[src/rtl/clk_en_sched_if.sv]
// -----------------------------------------------------------------------------
// clk_en_sched_if
//
// Bundles the control and status signals of the clock-enable scheduler.
//
// Signals (directions as seen from the scheduler, i.e. the slave modport):
//   run_i       in   level request for free-running enables
//   step_req_i  in   one-cycle pulse requesting exactly one enable
//   div_wr_i    in   one-cycle divisor write strobe
//   div_i       in   divisor write data (DIV_W bits)
//   div_ack_o   out  one-cycle pulse when a written divisor takes effect
//   ce_o        out  clock enable, one cycle high per period
//   phase_o     out  square wave, toggles after every ce_o cycle
//   state_o     out  scheduler FSM state (IDLE=00, RUN=01, STEP=10)
//   busy_o      out  high whenever the FSM is not IDLE
//
// Modports:
//   master  debug/control side that drives requests and observes status
//   slave   the scheduler itself
// -----------------------------------------------------------------------------
interface clk_en_sched_if #(
    parameter int DIV_W = 8
);
    logic             run_i;
    logic             step_req_i;
    logic             div_wr_i;
    logic [DIV_W-1:0] div_i;
    logic             div_ack_o;
    logic             ce_o;
    logic             phase_o;
    logic [1:0]       state_o;
    logic             busy_o;

    modport master (
        output run_i,
        output step_req_i,
        output div_wr_i,
        output div_i,
        input  div_ack_o,
        input  ce_o,
        input  phase_o,
        input  state_o,
        input  busy_o
    );

    modport slave (
        input  run_i,
        input  step_req_i,
        input  div_wr_i,
        input  div_i,
        output div_ack_o,
        output ce_o,
        output phase_o,
        output state_o,
        output busy_o
    );
endinterface

[src/rtl/clk_en_sched.sv]
// -----------------------------------------------------------------------------
// clk_en_sched
//
// Programmable clock-enable scheduler for the core datapath. Instead of
// divided clocks, it produces a single-cycle enable pulse (ce_o) on the system
// clock every div_q+1 cycles, plus a square wave (phase_o) that toggles after
// each enable. Enables run freely while run_i is high, or a single enable can
// be requested with step_req_i. The divisor can be rewritten at any time; the
// new value is held pending and only takes effect at a period boundary so a
// period is never cut short or stretched.
//
// Optional feature: define CLK_SCHED_STEP_EN to enable single-step. When it is
// not defined, step_req_i is ignored and the STEP state is never entered.
//
// Parameters:
//   DIV_W    width of the divisor; the enable period is div+1 cycles
//   DIV_RST  divisor value loaded on reset
//
// Ports:
//   clk   system clock, rising edge
//   rst   asynchronous, active-high reset
//   bus   clk_en_sched_if.slave (run/step requests, divisor write, status)
//
// Divisor write handshake: div_wr_i is a one-cycle strobe qualifying div_i and
// needs no ready; the scheduler always accepts it. A later strobe before the
// apply point replaces the earlier data. div_ack_o is a one-cycle pulse in the
// cycle after the edge where the most recent written value reached div_q;
// several overwritten writes yield a single ack.
// -----------------------------------------------------------------------------
module clk_en_sched #(
    parameter int DIV_W   = 8,
    parameter int DIV_RST = 1
) (
    input  logic                 clk,
    input  logic                 rst,
    clk_en_sched_if.slave        bus
);

    typedef enum logic [1:0] {
        IDLE = 2'b00,
        RUN  = 2'b01,
        STEP = 2'b10
    } state_t;

    localparam logic [DIV_W-1:0] DIV_RST_V = DIV_W'(DIV_RST);
    localparam logic [DIV_W-1:0] CNT_ONE   = DIV_W'(1);

    state_t           state;
    logic [DIV_W-1:0] cnt;
    logic [DIV_W-1:0] div_q;
    logic [DIV_W-1:0] pend_q;
    logic             pend_v;
    logic             phase_q;
    logic             ack_q;

    logic             ce;
    logic             apply;
    logic             step_go;

`ifdef CLK_SCHED_STEP_EN
    assign step_go = bus.step_req_i;
`else
    // Single-step is compiled out; the request is deliberately dropped.
    logic unused_step_req;
    assign unused_step_req = bus.step_req_i;
    assign step_go         = 1'b0;
`endif

    // The enable is decoded from registered state only, so it is glitch-free
    // relative to the clock and stays high for exactly the one cycle where
    // the counter sits on the divisor.
    assign ce = (state != IDLE) && (cnt == div_q);

    // Period boundaries: every edge in IDLE (counter parked at 0) and every
    // enable edge (counter about to return to 0). Loading div_q only here
    // keeps cnt <= div_q at all times.
    assign apply = (state == IDLE) || ce;

    always_ff @(posedge clk or posedge rst) begin
        if (rst) begin
            state   <= IDLE;
            cnt     <= '0;
            div_q   <= DIV_RST_V;
            pend_q  <= '0;
            pend_v  <= 1'b0;
            phase_q <= 1'b1;
            ack_q   <= 1'b0;
        end else begin
            if (ce) begin
                phase_q <= ~phase_q;
            end

            // A write landing exactly on the apply edge bypasses the pending
            // register so the freshest value always wins.
            if (apply) begin
                ack_q  <= bus.div_wr_i | pend_v;
                pend_v <= 1'b0;
                if (bus.div_wr_i) begin
                    div_q <= bus.div_i;
                end else if (pend_v) begin
                    div_q <= pend_q;
                end
            end else begin
                ack_q <= 1'b0;
                if (bus.div_wr_i) begin
                    pend_q <= bus.div_i;
                    pend_v <= 1'b1;
                end
            end

            case (state)
                IDLE: begin
                    cnt <= '0;
                    if (bus.run_i) begin
                        state <= RUN;
                    end else if (step_go) begin
                        state <= STEP;
                    end
                end
                RUN: begin
                    // Dropping run_i only takes effect at the end of a period,
                    // so the current period always completes.
                    if (ce) begin
                        cnt <= '0;
                        if (!bus.run_i) begin
                            state <= IDLE;
                        end
                    end else begin
                        cnt <= cnt + CNT_ONE;
                    end
                end
                STEP: begin
                    if (ce) begin
                        cnt   <= '0;
                        state <= IDLE;
                    end else begin
                        cnt <= cnt + CNT_ONE;
                    end
                end
                default: begin
                    cnt   <= '0;
                    state <= IDLE;
                end
            endcase
        end
    end

    assign bus.ce_o      = ce;
    assign bus.phase_o   = phase_q;
    assign bus.div_ack_o = ack_q;
    assign bus.state_o   = state;
    assign bus.busy_o    = (state != IDLE);

endmodule

[src/flat_wrapper.sv]
// flat-port wrapper written by rule: the top's interface ports become plain ports
module clk_en_sched_flat 
#(
    parameter int DIV_W   = 8,
    parameter int DIV_RST = 1
)
  (clk, rst, bus_run_i, bus_step_req_i, bus_div_wr_i, bus_div_i, bus_div_ack_o, bus_ce_o, bus_phase_o, bus_state_o, bus_busy_o);
  clk_en_sched_if #(.DIV_W(DIV_W)) bus_i ();
  input  logic clk;
  input  logic rst;
  input wire logic [$bits(bus_i.run_i)-1:0] bus_run_i;
  input wire logic [$bits(bus_i.step_req_i)-1:0] bus_step_req_i;
  input wire logic [$bits(bus_i.div_wr_i)-1:0] bus_div_wr_i;
  input wire logic [$bits(bus_i.div_i)-1:0] bus_div_i;
  output wire logic [$bits(bus_i.div_ack_o)-1:0] bus_div_ack_o;
  output wire logic [$bits(bus_i.ce_o)-1:0] bus_ce_o;
  output wire logic [$bits(bus_i.phase_o)-1:0] bus_phase_o;
  output wire logic [$bits(bus_i.state_o)-1:0] bus_state_o;
  output wire logic [$bits(bus_i.busy_o)-1:0] bus_busy_o;
  assign bus_i.run_i = bus_run_i;
  assign bus_i.step_req_i = bus_step_req_i;
  assign bus_i.div_wr_i = bus_div_wr_i;
  assign bus_i.div_i = bus_div_i;
  assign bus_div_ack_o = bus_i.div_ack_o;
  assign bus_ce_o = bus_i.ce_o;
  assign bus_phase_o = bus_i.phase_o;
  assign bus_state_o = bus_i.state_o;
  assign bus_busy_o = bus_i.busy_o;
  clk_en_sched #(.DIV_W(DIV_W), .DIV_RST(DIV_RST)) u_core (.clk(clk), .rst(rst), .bus(bus_i));
endmodule
[config.mk]
export PLATFORM = sky130hd
export DESIGN_NAME = clk_en_sched_flat
export DESIGN_NICKNAME = d
export VERILOG_FILES = /design/src/rtl/clk_en_sched_if.sv /design/src/rtl/clk_en_sched.sv /design/src/flat_wrapper.sv
export SDC_FILE = /design/constraint.sdc
export NUM_CORES = 1
export LEC_CHECK = 0
export CORE_MARGIN = 2
export CORE_UTILIZATION = 54
export DETAILED_ROUTE_END_ITERATION = 12
export MAX_ROUTING_LAYER = met4
export PLACE_DENSITY = 0.89
export REMOVE_ABC_BUFFERS = 1
export SLEW_MARGIN = 0
export SYNTH_ARGS = -nofsm -noshare
export SYNTH_HDL_FRONTEND = slang
export SYNTH_SLANG_ARGS = --single-unit
[constraint.sdc]
create_clock -name clk -period 2.33 [get_ports clk]
set_clock_uncertainty 0.1 [all_clocks]
set_input_delay 0.466 -clock clk [delete_from_list [all_inputs] [get_ports clk]]
set_output_delay 0.466 -clock clk [all_outputs]
set_load 0.02 [all_outputs]
# Word-level counts from Yosys, hierarchy flattened

Index checks and enable logic that the tools add are counted.
Widths: inputs -> output; s select.

Register bits: 29
Input port bits: 13
Output and inout bits: 6
Word-level logic and storage cells: 40

Add/subtract/negate cells: 1
Eq/ne operators: 7
Multiplexer cells: 12
Bitwise gates (word level): 3
Reductions and logical operators: 10

Operators with widths:

| operator            | number |
|---|---|
| $mux 8              | 4 |
| $add 8x1->8 const B | 1 |
| $eq 8x8->1          | 1 |
| $mux 2              | 4 |
| $pmux 2 s3          | 1 |
| $reduce_bool 2->1   | 3 |
| $ne 2x1->1 const B  | 2 |
| $ne 2x2->1 const B  | 2 |
| $reduce_and 2->1    | 2 |
| $reduce_and 4->1    | 1 |
| $mux 1              | 3 |
| $eq 2x1->1 const B  | 1 |
| $eq 2x2->1 const B  | 1 |
| $logic_not 2->1     | 1 |
| $not 1->1           | 2 |
| $reduce_or 2->1     | 1 |
| $logic_and 1x1->1   | 1 |
| $logic_or 1x1->1    | 1 |
| $or 1x1->1          | 1 |

# Longest topological paths before layout

Depth after elaboration: 5
Mapped depth: 6
Mapped depth without buffers: 5

# Worst setup path after synthesis

OpenSTA, ideal clock, no wires.

Kind: register to register
Start: reg u_core.div_q[0]
End: reg u_core.cnt[1]
Setup time: 0.117 ns
Data arrival time: 1.740 ns
Required time: 2.113 ns
Slack: 0.374 ns
Stages on the path, launching flop included: 7
Path buffers: 2
Period minus slack after synthesis: 1.956 ns
Path through: dfstp_2 xor2_1 or4_1 buf_6 o21a_1 buf_6 and2_4

Word-level cells in the longest chain between the ends: 4

RTL lines:

| element                | line                                     | text |
|---|---|---|
| start, declared        | clk_en_sched.sv:50                       | `logic [DIV_W-1:0] div_q;` |
| start signal, assigned | clk_en_sched.sv:99                       | `div_q <= bus.div_i;` |
| start signal, assigned | clk_en_sched.sv:101                      | `div_q <= pend_q;` |
| $eq 8x8->1             | clk_en_sched.sv:72                       | `assign ce = (state != IDLE) && (cnt == div_q);` |
| $logic_and 1x1->1      | clk_en_sched.sv:72                       |  |
| $mux 8                 | clk_en_sched.sv:123, clk_en_sched.sv:133 |  |
| $mux 8                 | -                                        |  |
| end signal, assigned   | clk_en_sched.sv:129                      | `cnt <= cnt + CNT_ONE;` |
| end signal, assigned   | clk_en_sched.sv:137                      | `cnt <= cnt + CNT_ONE;` |
| end, declared          | clk_en_sched.sv:49                       | `logic [DIV_W-1:0] cnt;` |

Every way passes these cells.
A chain may end at the register's enable or synchronous reset.

# Worst setup path in the final report

Start: reg u_core.div_q[4]
End: out bus_ce_o

Word-level cells in the longest chain between the ends: 2

RTL lines:

| element           | line               | text |
|---|---|---|
| $eq 8x8->1        | clk_en_sched.sv:72 |  |
| $logic_and 1x1->1 | clk_en_sched.sv:72 |  |
| end, declared     | flat_wrapper.sv:16 | `output wire logic [$bits(bus_i.ce_o)-1:0] bus_ce_o;` |

Every way passes these cells.

==> metrics.md <==
| Metric | Value |
|---|---|
| Status | `complete, no violations` |
| PortBufs | `16` |
| HPWL Detailed | `2138 um` |
| CTS tree | `done` |
| Clock Path Buffers | `2` |
| Post-Syn Area | `1451 um2` |
| Cells after Synth | `129` |
| Final period util | `98.04%` |
| Fin. max-slew vios | `0` |
| Leakage | `0.0007107 uW` |
| Max FO, Critical Path | `3` |
| Hold Vio Cnt, Final | `0` |
| RePlAce Congestion | `0.8491` |
| Root Buffer | `clkbuf_4` |
| Cell Area, Placed | `1694 um2` |
| Hold slack | `0.3903 ns` |
| Fillers | `178` |
| Net Switching | `173.9 uW` |
| Clk_lat worst skew | `0.32 ns` |
| Total power | `776.2 uW` |
| Int Power | `602.3 uW` |
| Netlist cell types | `28` |
| Share of layout cells above drive strength 1 | `28.75%` |
| Synth Area per Inst | `11.25 um2` |
| Least-Margin Pin Slew | `0.5418 ns` |
| Final setup fails | `0` |
| Antenna violations before repair | `0` |
| Switching power share of the total | `22.41%` |
| Detailed Route WL | `3013 um` |
| Largest net degree at the start of global routing | `29` |
| I/O pin total | `19` |
| Path type of the worst setup path | `flop to output pin` |
| H-tree Lvls | `1` |
| Finished Cell Area | `1772 um2` |
| Average routed wire per standard cell | `15.86 um` |
| Post-Place Cells | `181` |
| Hold WC Path Type | `primary input to asynchronous set/reset pin` |
| Peak VDD IR | `0.3472 mV` |
| Sequential share of power | `65.2%` |
| CP endpoint kind | `output pin` |
| Max Cap Viol | `0` |
| Drt via density | `5.937` |
| # rows | `18` |
| Drt first pass iters | `4` |
| Max-slew headroom | `63.88%` |
| First-pass GRT wire length | `5250 um` |
| Vias | `1128` |
| N_diodes | `0` |
| CTS sink count | `28` |
| PD cells | `438.1 nW/um2` |
| Die height | `55.85 um` |
| Synth warnings | `0` |
| Combinational share of power | `9.9%` |
| DRT antenna net count | `0` |
| Seq cells post-synth | `28` |
| Vias in the first global route | `1160` |
| Total track usage | `21.44%` |
| Register area share after synthesis | `48.45%` |
| Clk slew on worst S/H paths | `0.14 ns` |
| Area added between synthesis and finish | `22.07%` |
| Initial Util | `57.54%` |
| CTS buffer count | `3` |
| Total gr overflow | `0` |
| Startpoint types | `flop` |
| # DRC | `0` |
| Crit path DAT | `1.72 ns` |
| Cell Count, Final, Fillers Out | `190` |
| Cts hold-fix bufs | `0` |
| First DRT Iteration DRCs | `13` |
| Clock share of power | `24.9%` |
| Setup_tns | `0 ns` |
| Core area | `2522 um2` |
| Die X | `55.85 um` |
| Final nets | `176` |
| Critical path required time | `1.76 ns` |
| Post-layout minimum cycle time | `2.284 ns` |
| Fmax | `437.8 MHz` |
| Area of the die | `3119 um2` |
-- cells in the final DEF, fill, tap and decap left out, types with 2 or more instances in the layout --
cell / n
dfrtp_1: 26
buf_4: 20
clkdlybuf4s50_1: 15
xor2_1: 13
nand2_1: 10
nor2_1: 10
mux2_2: 8
and3b_1: 8
a21oi_1: 8
o211ai_1: 8
o211ai_2: 8
and3_1: 3
clkbuf_4: 3
nor4_2: 2
or4_1: 2
nand3_1: 2
xnor2_1: 2
dfstp_2: 2
-- what timing repair did --
item,in CTS,in global routing
resized for setup,5,2
endpoints found under the setup margin,1,1
gates cloned,0,0
buffers inserted,2,4
pin swaps,2,3
-- final timing paths --
check / to / cells after the start / slack, ns / start
max: bus_ce_o / 4 / 0.05 / u_core.div_q[4]$_DFFE_PP0P_
min: u_core.pend_q[7]$_DFFE_PP0P_ / 3 / 0.39 / rst
max reg2reg: u_core.pend_q[2]$_DFFE_PP0P_ / 6 / 0.23 / u_core.div_q[0]$_DFFE_PP1P_
min reg2reg: u_core.pend_q[1]$_DFFE_PP0P_ / 1 / 0.42 / u_core.pend_q[1]$_DFFE_PP0P_
max in group asynchronous: u_core.bus.phase_o$_DFFE_PP1P_ / 3 / 1.44 / rst
min in group clk: u_core.pend_q[1]$_DFFE_PP0P_ / 1 / 0.42 / u_core.pend_q[1]$_DFFE_PP0P_
-- through the flow --
step / util (%) / worst slack (ns)
2_1_floorplan: - / 0.2655
3_3_place_gp: 67.16 / 0.004636
3_5_place_dp: 67.16 / -0.01767
4_1_cts: 68.70 / 0.07014
5_1_grt: 70.24 / -0.03197
6_report: 70.24 / 0.04565
-- synth_stat cells, drive strengths merged --
library cell	instances	share of area, %
a21oi	9	3.4
and2	2	1.0
and3	3	1.3
and3b	8	4.8
buf	7	3.6
conb	1	0.26
dfrtp	26	45
dfstp	2	3.6
ha	1	0.86
inv	1	0.26
mux2	8	6.2
nand2	10	2.6
nand2b	1	0.43
nand3	2	0.69
nand4	1	0.43
nor2	10	2.6
nor4	2	0.86
o211ai	16	11
o21a	1	0.52
o21ai	1	0.60
or4	2	1.0
xnor2	2	1.2
xor2	13	7.8
-- power by group through the flow --
stage | clock network (uW) | logic [uW] | registers (uW)
floorplan | 0 | 43.4 | 513
global placement | 0 | 74.2 | 514
detailed placement | 0 | 77.8 | 516
CTS | 197 | 78.0 | 506
global route | 219 | 86.4 | 509
finish | 193 | 76.9 | 506
-- logic make-up (layout without fill, tap and decap cells) --
group / Yosys count / after routing / synth area share, %
fa+ha+maj: 1 / 1 / 0.8619
buf+inv: 8 / 39 / 3.878
xor+xnor: 15 / 15 / 9.052
other cells: 1 / 1 / 0.2584
mux: 8 / 8 / 6.207
flops: 28 / 28 / 48.45
compound gates: 27 / 27 / 15.52
simple gates: 41 / 41 / 15.78
-- state kept, by name (all words and copies together), names as in the netlist --
| signal | count |
|---|---|
| u_core.bus.state_o | 1 |
| u_core.pend_q | 8 |
| u_core.pend_v | 1 |
| u_core.div_q | 8 |
| u_core.bus.div_ack_o | 1 |
| u_core.cnt | 8 |
| u_core.bus.phase_o | 1 |
-- layer usage --
metal  part of all wire [%]  global-route usage (%)  up-vias
li1                       -                       -      521
met1                     41                   27.63      554
met2                     52                   34.69       45
met3                    5.6                   2.558        8
met4                    1.9                   8.503        0
met5                      0                       -        -
-- worst max-delay path: stages, from the launching register on --
cell	delay, ns
dfrtp_1	0.44
xor2_1	0.19
nor4_2	0.34
and3_1	0.26
buf_4	0.16
-- cell type report --
class                   instances  area, um2  area share (%)
multi-input cells              93      704.4           39.76
flip-flops and latches         28      703.2           39.69
repair buffers                 35      300.3           16.95
well taps                      30      37.54           2.119
clock buffers                   3      22.52           1.271
inverters                       1      3.754          0.2119
Note: power is estimated with default switching activity, not from simulation.
